[src/rtl/key_conditioner.sv]
// key_conditioner: synchronises, debounces and pulse-shapes two pushbuttons plus a 2-bit mode switch.
// Latency: clean raw edge -> debounced level after 2+DEB_CYC cycles, pulse/state_change one cycle later.
// Backpressure: none; outputs are single-cycle strobes plus a held mode level, consumer must keep up.
//
// Ports:
//   clk, rst                : clock and synchronous active-high reset
//   key_plus_in, key_sub_in : raw asynchronous buttons (pressed level set by KEY_ACTIVE_LOW)
//   key_state_in            : raw asynchronous 2-bit mode switch
//   plus_pulse, sub_pulse   : one-cycle press / auto-repeat strobes
//   key_state_out           : debounced mode (00 run, 01 night, 10 set RG, 11 set Y)
//   state_change            : one-cycle strobe the cycle after key_state_out updates
// Build option: define KEY_AUTOREPEAT_EN for hold-to-repeat; otherwise a press gives exactly one pulse.
module key_conditioner #(
  parameter int unsigned DEB_CYC        = 240000,
  parameter int unsigned RPT_DLY_CYC    = 6000000,
  parameter int unsigned RPT_CYC        = 1200000,
  parameter bit          KEY_ACTIVE_LOW = 1'b1,
  parameter int unsigned CNT_W          = 24
) (
  input  logic       clk,
  input  logic       rst,
  input  logic       key_plus_in,
  input  logic       key_sub_in,
  input  logic [1:0] key_state_in,
  output logic       plus_pulse,
  output logic       sub_pulse,
  output logic [1:0] key_state_out,
  output logic       state_change
);

  // Raw level of a released button; synchroniser flops reset to it so a
  // button held through reset is seen as a fresh press afterwards.
  localparam logic KEY_REL = KEY_ACTIVE_LOW ? 1'b1 : 1'b0;

  // Largest count any counter ever needs; counters stop here instead of wrapping.
  localparam int unsigned CNT_CAP_I =
    (DEB_CYC > RPT_DLY_CYC) ? ((DEB_CYC > RPT_CYC) ? DEB_CYC : RPT_CYC)
                            : ((RPT_DLY_CYC > RPT_CYC) ? RPT_DLY_CYC : RPT_CYC);
  localparam logic [CNT_W-1:0] CNT_CAP  = CNT_W'(CNT_CAP_I);
  localparam logic [CNT_W-1:0] DEB_LAST = CNT_W'(DEB_CYC - 1);
  localparam logic [CNT_W-1:0] CNT_ONE  = CNT_W'(1);

  // ---------------- synchronisers ----------------
  logic [1:0] key_s1, key_s2;          // bit0 plus, bit1 sub, raw polarity
  logic [1:0] mode_s1, mode_s2, mode_s3;
  logic [1:0] key_sync;                // 1 = pressed

  always_ff @(posedge clk) begin
    if (rst) begin
      key_s1  <= {2{KEY_REL}};
      key_s2  <= {2{KEY_REL}};
      mode_s1 <= 2'b00;
      mode_s2 <= 2'b00;
      mode_s3 <= 2'b00;
    end else begin
      key_s1  <= {key_sub_in, key_plus_in};
      key_s2  <= key_s1;
      mode_s1 <= key_state_in;
      mode_s2 <= mode_s1;
      mode_s3 <= mode_s2;
    end
  end

  assign key_sync = KEY_ACTIVE_LOW ? ~key_s2 : key_s2;

  // ---------------- button debounce ----------------
  logic [1:0]       key_deb, key_deb_q;
  logic [CNT_W-1:0] key_deb_cnt [2];

  always_ff @(posedge clk) begin
    if (rst) begin
      key_deb   <= 2'b00;
      key_deb_q <= 2'b00;
      for (int i = 0; i < 2; i++) key_deb_cnt[i] <= '0;
    end else begin
      key_deb_q <= key_deb;
      for (int i = 0; i < 2; i++) begin
        if (key_sync[i] == key_deb[i]) begin
          key_deb_cnt[i] <= '0;
        end else if (key_deb_cnt[i] >= DEB_LAST) begin
          key_deb[i]     <= key_sync[i];
          key_deb_cnt[i] <= '0;
        end else if (key_deb_cnt[i] != CNT_CAP) begin
          key_deb_cnt[i] <= key_deb_cnt[i] + CNT_ONE;
        end
      end
    end
  end

  // ---------------- mode word debounce ----------------
  // The run restarts whenever the synced word itself changes, so an
  // update only happens after one value has been steady for DEB_CYC cycles.
  logic [CNT_W-1:0] mode_cnt, mode_run;
  logic             mode_upd;

  assign mode_run = (mode_s2 != mode_s3) ? '0 : mode_cnt;

  always_ff @(posedge clk) begin
    if (rst) begin
      key_state_out <= 2'b00;
      mode_cnt      <= '0;
      mode_upd      <= 1'b0;
      state_change  <= 1'b0;
    end else begin
      mode_upd     <= 1'b0;
      state_change <= mode_upd;
      if (mode_s2 == key_state_out) begin
        mode_cnt <= '0;
      end else if (mode_run >= DEB_LAST) begin
        key_state_out <= mode_s2;
        mode_cnt      <= '0;
        mode_upd      <= 1'b1;
      end else if (mode_run != CNT_CAP) begin
        mode_cnt <= mode_run + CNT_ONE;
      end
    end
  end

  // ---------------- button FSMs ----------------
`ifdef KEY_AUTOREPEAT_EN
  typedef enum logic [1:0] {IDLE, DELAY, REPEAT} btn_state_t;
  localparam logic [CNT_W-1:0] RPT_DLY_LAST = CNT_W'(RPT_DLY_CYC - 1);
  localparam logic [CNT_W-1:0] RPT_LAST     = CNT_W'(RPT_CYC - 1);
  logic [CNT_W-1:0] rpt_cnt_q [2];
  logic [CNT_W-1:0] rpt_cnt_d [2];
`else
  typedef enum logic {IDLE, HELD} btn_state_t;
`endif

  btn_state_t st_q [2];
  btn_state_t st_d [2];
  logic [1:0] pulse_d;
  logic [1:0] key_press;
  logic       lockout;

  // Only a debounced rising edge starts a press; a button whose edge lands
  // during lockout therefore never gets an initial pulse afterwards.
  assign key_press = key_deb & ~key_deb_q;
  assign lockout   = &key_deb;

  always_comb begin
    for (int i = 0; i < 2; i++) begin
      st_d[i]    = st_q[i];
      pulse_d[i] = 1'b0;
`ifdef KEY_AUTOREPEAT_EN
      rpt_cnt_d[i] = rpt_cnt_q[i];
`endif
      if (!key_deb[i]) begin
        st_d[i] = IDLE;
`ifdef KEY_AUTOREPEAT_EN
        rpt_cnt_d[i] = '0;
`endif
      end else if (!lockout) begin
        case (st_q[i])
          IDLE: begin
            if (key_press[i]) begin
              pulse_d[i] = 1'b1;
`ifdef KEY_AUTOREPEAT_EN
              st_d[i]      = DELAY;
              rpt_cnt_d[i] = '0;
`else
              st_d[i] = HELD;
`endif
            end
          end
`ifdef KEY_AUTOREPEAT_EN
          DELAY: begin
            if (rpt_cnt_q[i] >= RPT_DLY_LAST) begin
              pulse_d[i]   = 1'b1;
              rpt_cnt_d[i] = '0;
              st_d[i]      = REPEAT;
            end else if (rpt_cnt_q[i] != CNT_CAP) begin
              rpt_cnt_d[i] = rpt_cnt_q[i] + CNT_ONE;
            end
          end
          REPEAT: begin
            if (rpt_cnt_q[i] >= RPT_LAST) begin
              pulse_d[i]   = 1'b1;
              rpt_cnt_d[i] = '0;
            end else if (rpt_cnt_q[i] != CNT_CAP) begin
              rpt_cnt_d[i] = rpt_cnt_q[i] + CNT_ONE;
            end
          end
`else
          HELD: begin
            st_d[i] = HELD;
          end
`endif
          default: st_d[i] = IDLE;
        endcase
      end
    end
  end

  always_ff @(posedge clk) begin
    if (rst) begin
      plus_pulse <= 1'b0;
      sub_pulse  <= 1'b0;
      for (int i = 0; i < 2; i++) begin
        st_q[i] <= IDLE;
`ifdef KEY_AUTOREPEAT_EN
        rpt_cnt_q[i] <= '0;
`endif
      end
    end else begin
      plus_pulse <= pulse_d[0];
      sub_pulse  <= pulse_d[1];
      for (int i = 0; i < 2; i++) begin
        st_q[i] <= st_d[i];
`ifdef KEY_AUTOREPEAT_EN
        rpt_cnt_q[i] <= rpt_cnt_d[i];
`endif
      end
    end
  end

endmodule
[config.mk]
export PLATFORM = sky130hd
export DESIGN_NAME = key_conditioner
export DESIGN_NICKNAME = d
export VERILOG_FILES = /design/src/rtl/key_conditioner.sv
export SDC_FILE = /design/constraint.sdc
export NUM_CORES = 1
export LEC_CHECK = 0
export BUFFER_PORTS_ARGS = -buffer_cell sky130_fd_sc_hd__buf_2
export CORE_ASPECT_RATIO = 0.5
export CORE_UTILIZATION = 45
export DETAILED_ROUTE_END_ITERATION = 16
export GPL_ROUTABILITY_DRIVEN = 0
export PLACE_DENSITY = 0.6
export SKIP_CTS_REPAIR_TIMING = 1
export SYNTH_ARGS = -nofsm -noshare
export SYNTH_HDL_FRONTEND = slang
export SYNTH_SLANG_ARGS = --single-unit
[constraint.sdc]
create_clock -name clk -period 2.3 [get_ports clk]
set_input_delay 0.23 -clock clk [delete_from_list [all_inputs] [get_ports clk]]
set_output_delay 0.23 -clock clk [all_outputs]
set_load 0.01 [all_outputs]
**After elaboration in Yosys (flattened, before gate mapping)**

Memories as Yosys holds them, arrays and structs flattened.
Cells that the tools add are included.
W data, S select, Z words.

- $add $sub $neg: 3
- Multiply operators: 0
- Divide/modulo/power cells: 0
- $lt $le $gt $ge: 3
- Equality and inequality tests: 7
- Shift operators: 0
- Muxes and demuxes: 45
- Bitwise operators: 18
- Reduce and logical (&&, ||, !) cells: 8

Operators by type and width:

| operator | count |
|---|---|
| $mux W24 | 7 |
| $add A24 B1 Y24 const B | 3 |
| $ge A24 B18 Y1 const B | 3 |
| $ne A24 B23 Y1 const B | 3 |
| $mux W1 | 36 |
| $or A1 B1 Y1 | 8 |
| $reduce_and A2 Y1 | 4 |
| $reduce_or A4 Y1 | 2 |
| $not A1 Y1 | 7 |
| $not A2 Y2 | 2 |
| $pmux W1 S2 | 2 |
| $reduce_or A3 Y1 | 1 |
| $and A2 B2 Y2 | 1 |
| $eq A1 B1 Y1 | 2 |
| $eq A2 B2 Y1 | 1 |
| $ne A2 B2 Y1 | 1 |
| $reduce_or A2 Y1 | 1 |

- Register bits after elaboration: 44
- Bits in latches: 0
- Bits in writable memories: 50
- ROM bits: 0
- Bits of input ports: 6
- Output and inout port bits: 5
- Word-level logic and storage cells: 100
- Memories kept: 2

Memory list:

| memory | words | width | rd ports | clocked after Yosys merged registers in | write ports | line | text |
|---|---|---|---|---|---|---|---|
| key_deb_cnt | 2 | 24 | 2 | 0 | 2 | 68 | `logic [CNT_W-1:0] key_deb_cnt [2];` |
| st_q | 2 | 1 | 2 | 0 | 2 | 130 | `btn_state_t st_q [2];` |

**Longest topological paths before layout**

- Depth after elaboration: 8
- Mapped depth: 9
- Mapped depth without buffers: 9

**Least setup slack after synthesis**

No wires, ideal clock.

- Path type: register to register
- Start point: register mode_cnt[14]
- End point: register mode_cnt[0]
- Arrival: 2169 ps
- Setup slack: 61 ps
- Cell stages (with the launch flop): 6
- Cells stage by stage: dfxtp_1 -> or4b_1 -> or4_4 -> or4_4 -> xnor2_2 -> a21oi_1

- Word-level cells in the longest chain between the ends: 3

Ends and longest elaborated chain:

| item | line | text |
|---|---|---|
| start: declaration | 93 | `logic [CNT_W-1:0] mode_cnt, mode_run;` |
| start signal: assignment | 114 | `mode_cnt <= mode_run + CNT_ONE;` |
| $mux W24 * | 96 | `assign mode_run = (mode_s2 != mode_s3) ? '0 : mode_cnt;` |
| $ge A24 B18 Y1 | 109 | `end else if (mode_run >= DEB_LAST) begin` |
| $reduce_or A3 Y1 (no source line) | -- |  |

Every way passes the cells marked *; elsewhere a longest branch is shown, timed or not.
A chain may end at the register's enable or synchronous reset.

**Final worst setup path**

Same ends and word-level chain as after synthesis.

==> impl_results.md <==
- WHS: 69.7 ps
- Power density over cell area: 685 mW/mm^2
- H-tree levels: 3
- Pleak: approximately 0.0019 uW
- Final Slew Violations: 0
- Cell-internal power: 2620 uW
- Logic gate share of total power: 0.035
- Worst stage delay on the critical path: 540 ps
- Post-DP HPWL: approximately 4700 microns
- Final Cycle Share: 0.973
- Initial core utilization: 0.470
- Pin count of the biggest net entering global routing: 18
- # setup viols final: 0
- #FFs+latches synth: 94
- Vias: 2780
- R2R Path Start: mode_cnt[14]
- Min Tclk post-route: 2240 ps
- Synth warn: 0
- # IOs: 11
- Reg area: 0.00236 sq mm
- Clk_lat worst skew: between 300 and 400 ps
- Worst path slowest cell: or4_4
- Clock Skew: 5.56 ps
- Core box area: 0.00880 sq mm
- Clock transition at path regs: 70 ps
- Min-Delay Path Class: in2reg
- Drt first pass iters: 6
- Vias per cell: 4.64
- DR iter-0 viols: 131
- Worst VDD drop: 0.387 mV
- Die width: 138 microns
- Pin slew with the least headroom to its limit: between 500 and 600 ps
- Data arrival, critical path: about 2500 ps
- Cells after synthesis: roughly 390
- CP Capture Type: register
- Max-slew headroom: 0.634
- Layout net count: 489
- Syn Std Cell Area: 0.00413 sq mm
- Post-synth ARST share: 0
- Clock power frac: 0.414
- Crit-path max FO: 2
- Area Overhead vs Synth: 19.1%
- Initial antenna violation count: 0
- Hold Vio Cnt, Final: 0
- Outcome: finished clean
- # clock sinks: 94
- RSZ-0062 raised after global routing: false
- MaxCap Viol Count: 0
- Syn avg cell area: 10.7 sq um
- WS Path Type: reg2reg
- DIE HEIGHT: 69.8 microns
- Buffers on Ports: 10
- Switch share: 0.224
- Ys flop type: edfxtp_1
- Net Sw Power: 754 uW
- Most frequent CP cell: or4_4
- Number of diodes: 0
- Worst setup SP type: register
- DIE AREA: 0.00960 sq mm
- TritonCTS clock tree: built
- Clk root buf: clkbuf_16
- Vias in the first global route: 2642
- Detailed-route DRC error count: 0
- Routed wire length: 6520 microns
- GR Util All Layers: 0.157
- Critical hold path startpoint: key_plus_in
- Fin Setup TNS: 0 ps
- Global-route wire length before repair: 11600 microns
- Post-route ant nets: 0
- Required time of the critical path: 2570 ps
- Rows: 24
- CTS Buf Count: 9
- Final Util: 0.559
- Worst path bufs/invs: 0
- Fillers: 788
- WL/cell: 10.9 microns
- Largest buffer count on any clock path: 2
- Netlist cell types: 44
- Worst Setup SP: mode_cnt[14]
- Delay-heaviest family, CP: simple AND/OR/NAND/NOR gates
- Multi-input gate area: 0.00196 sq mm
- Crit path cell chain: or4b_4, or4_4, or4_4, xnor2_2, a21oi_1
- Reg power frac: 0.552
- Gr ovfl total: 0
- Layout cells sized above 1: 0.106
- Maximum clock frequency: 447 MHz
- EDFF count, synth: 48
- Seq/Total Area, Yosys: 0.571
==> stage by stage <==
stage               setup slack (ps)  total power, uW  std cells  cell area [sq um]
finish                          61.1             3370        599               4920
global route                    13.8             3510        599               4920
CTS                             44.4             3420        599               4920
detailed placement              58.1             2010        583               4630
global placement                63.0             2010        583               4630
floorplan                       60.7             1970        451               4370
==> synth_stat cells (6+ instances only) <==
master,n,area [sq um]
nor2_1,75,282
edfxtp_1,48,1440
dfxtp_1,46,921
xor2_1,26,228
xnor2_1,24,210
nand2_1,23,86.3
nand3_1,19,95.1
and3_1,12,75.1
nor2b_1,12,75.1
nand4_1,9,56.3
inv_1,8,30.0
and4_1,7,61.3
clkbuf_1,7,26.3
ha_1,6,75.1
==> final timing paths <==
| check | end | depth (start not counted) | slack, ps |
|---|---|---|---|
| setup / recovery | mode_cnt[0] | 5 | 60 |
| hold / removal | key_s1[0] | 2 | 70 |
| setup reg to reg | mode_cnt[0] | 5 | 60 |
| hold reg to reg | plus_pulse | 1 | 410 |
==> state kept, by name, summed over array words and instances (netlist names) <==
name           cells
state_change       1
key_s2             2
mode_s3            2
mode_upd           1
plus_pulse         1
mode_cnt          24
st_q               2
mode_s2            2
key_state_out      2
mode_s1            2
key_deb_q          2
sub_pulse          1
key_deb            2
key_deb_cnt       48
key_s1             2
==> metal layers <==
metal	vias to the layer above	track usage	wire [microns]
met5	-	0	0
met4	0	0.0720	105
met3	13	0.0548	269
met2	35	0.240	2960
met1	1262	0.200	3190
li1	1470	-	-
==> logic make-up (layout without fill, tap and decap cells) <==
family,Yosys count,after routing,synth area share
mux,4,4,0.0106
flops,94,94,0.571
fa+ha+maj,6,6,0.0182
xor+xnor,51,51,0.110
compound gates,23,23,0.0366
other cells,2,66,0.00182
simple gates,192,192,0.238
buf+inv,15,46,0.0136
==> cells in the final DEF, fill, tap and decap left out, drive strengths merged, types with 2 or more instances in the layout <==
| cell | count |
|---|---|
| a21o | 2 |
| a21oi | 5 |
| a31oi | 4 |
| and2 | 4 |
| and3 | 12 |
| and4 | 7 |
| buf | 22 |
| clkbuf | 9 |
| clkinv | 4 |
| conb | 66 |
| dfxtp | 46 |
| edfxtp | 48 |
| ha | 6 |
| inv | 10 |
| mux2 | 3 |
| nand2 | 23 |
| nand3 | 19 |
| nand3b | 4 |
| nand4 | 9 |
| nand4bb | 2 |
| nor2 | 75 |
| nor2b | 12 |
| nor3 | 5 |
| nor4 | 5 |
| o211ai | 2 |
| o21ai | 3 |
| or2 | 4 |
| or3 | 3 |
| or4 | 3 |
| or4b | 2 |
| xnor2 | 25 |
| xor2 | 26 |
==> power groups by stage <==
stage / combinational (uW) / clock, uW / sequential, uW
after CTS: 115 / 1450 / 1860
after floorplan: 87.5 / 0 / 1890
after detailed placement: 114 / 0 / 1900
after global routing: 134 / 1500 / 1870
final: 116 / 1390 / 1860
after global placement: 113 / 0 / 1900
==> final cells by class <==
class,count,area share
clock inverters,7,0.0119
clock buffers,9,0.0458
well taps,117,0.0297
inverters,8,0.00610
multi-input cells,342,0.398
flip-flops and latches,94,0.480
repair buffers,22,0.0285
Note: power is estimated with default switching activity, not from simulation.
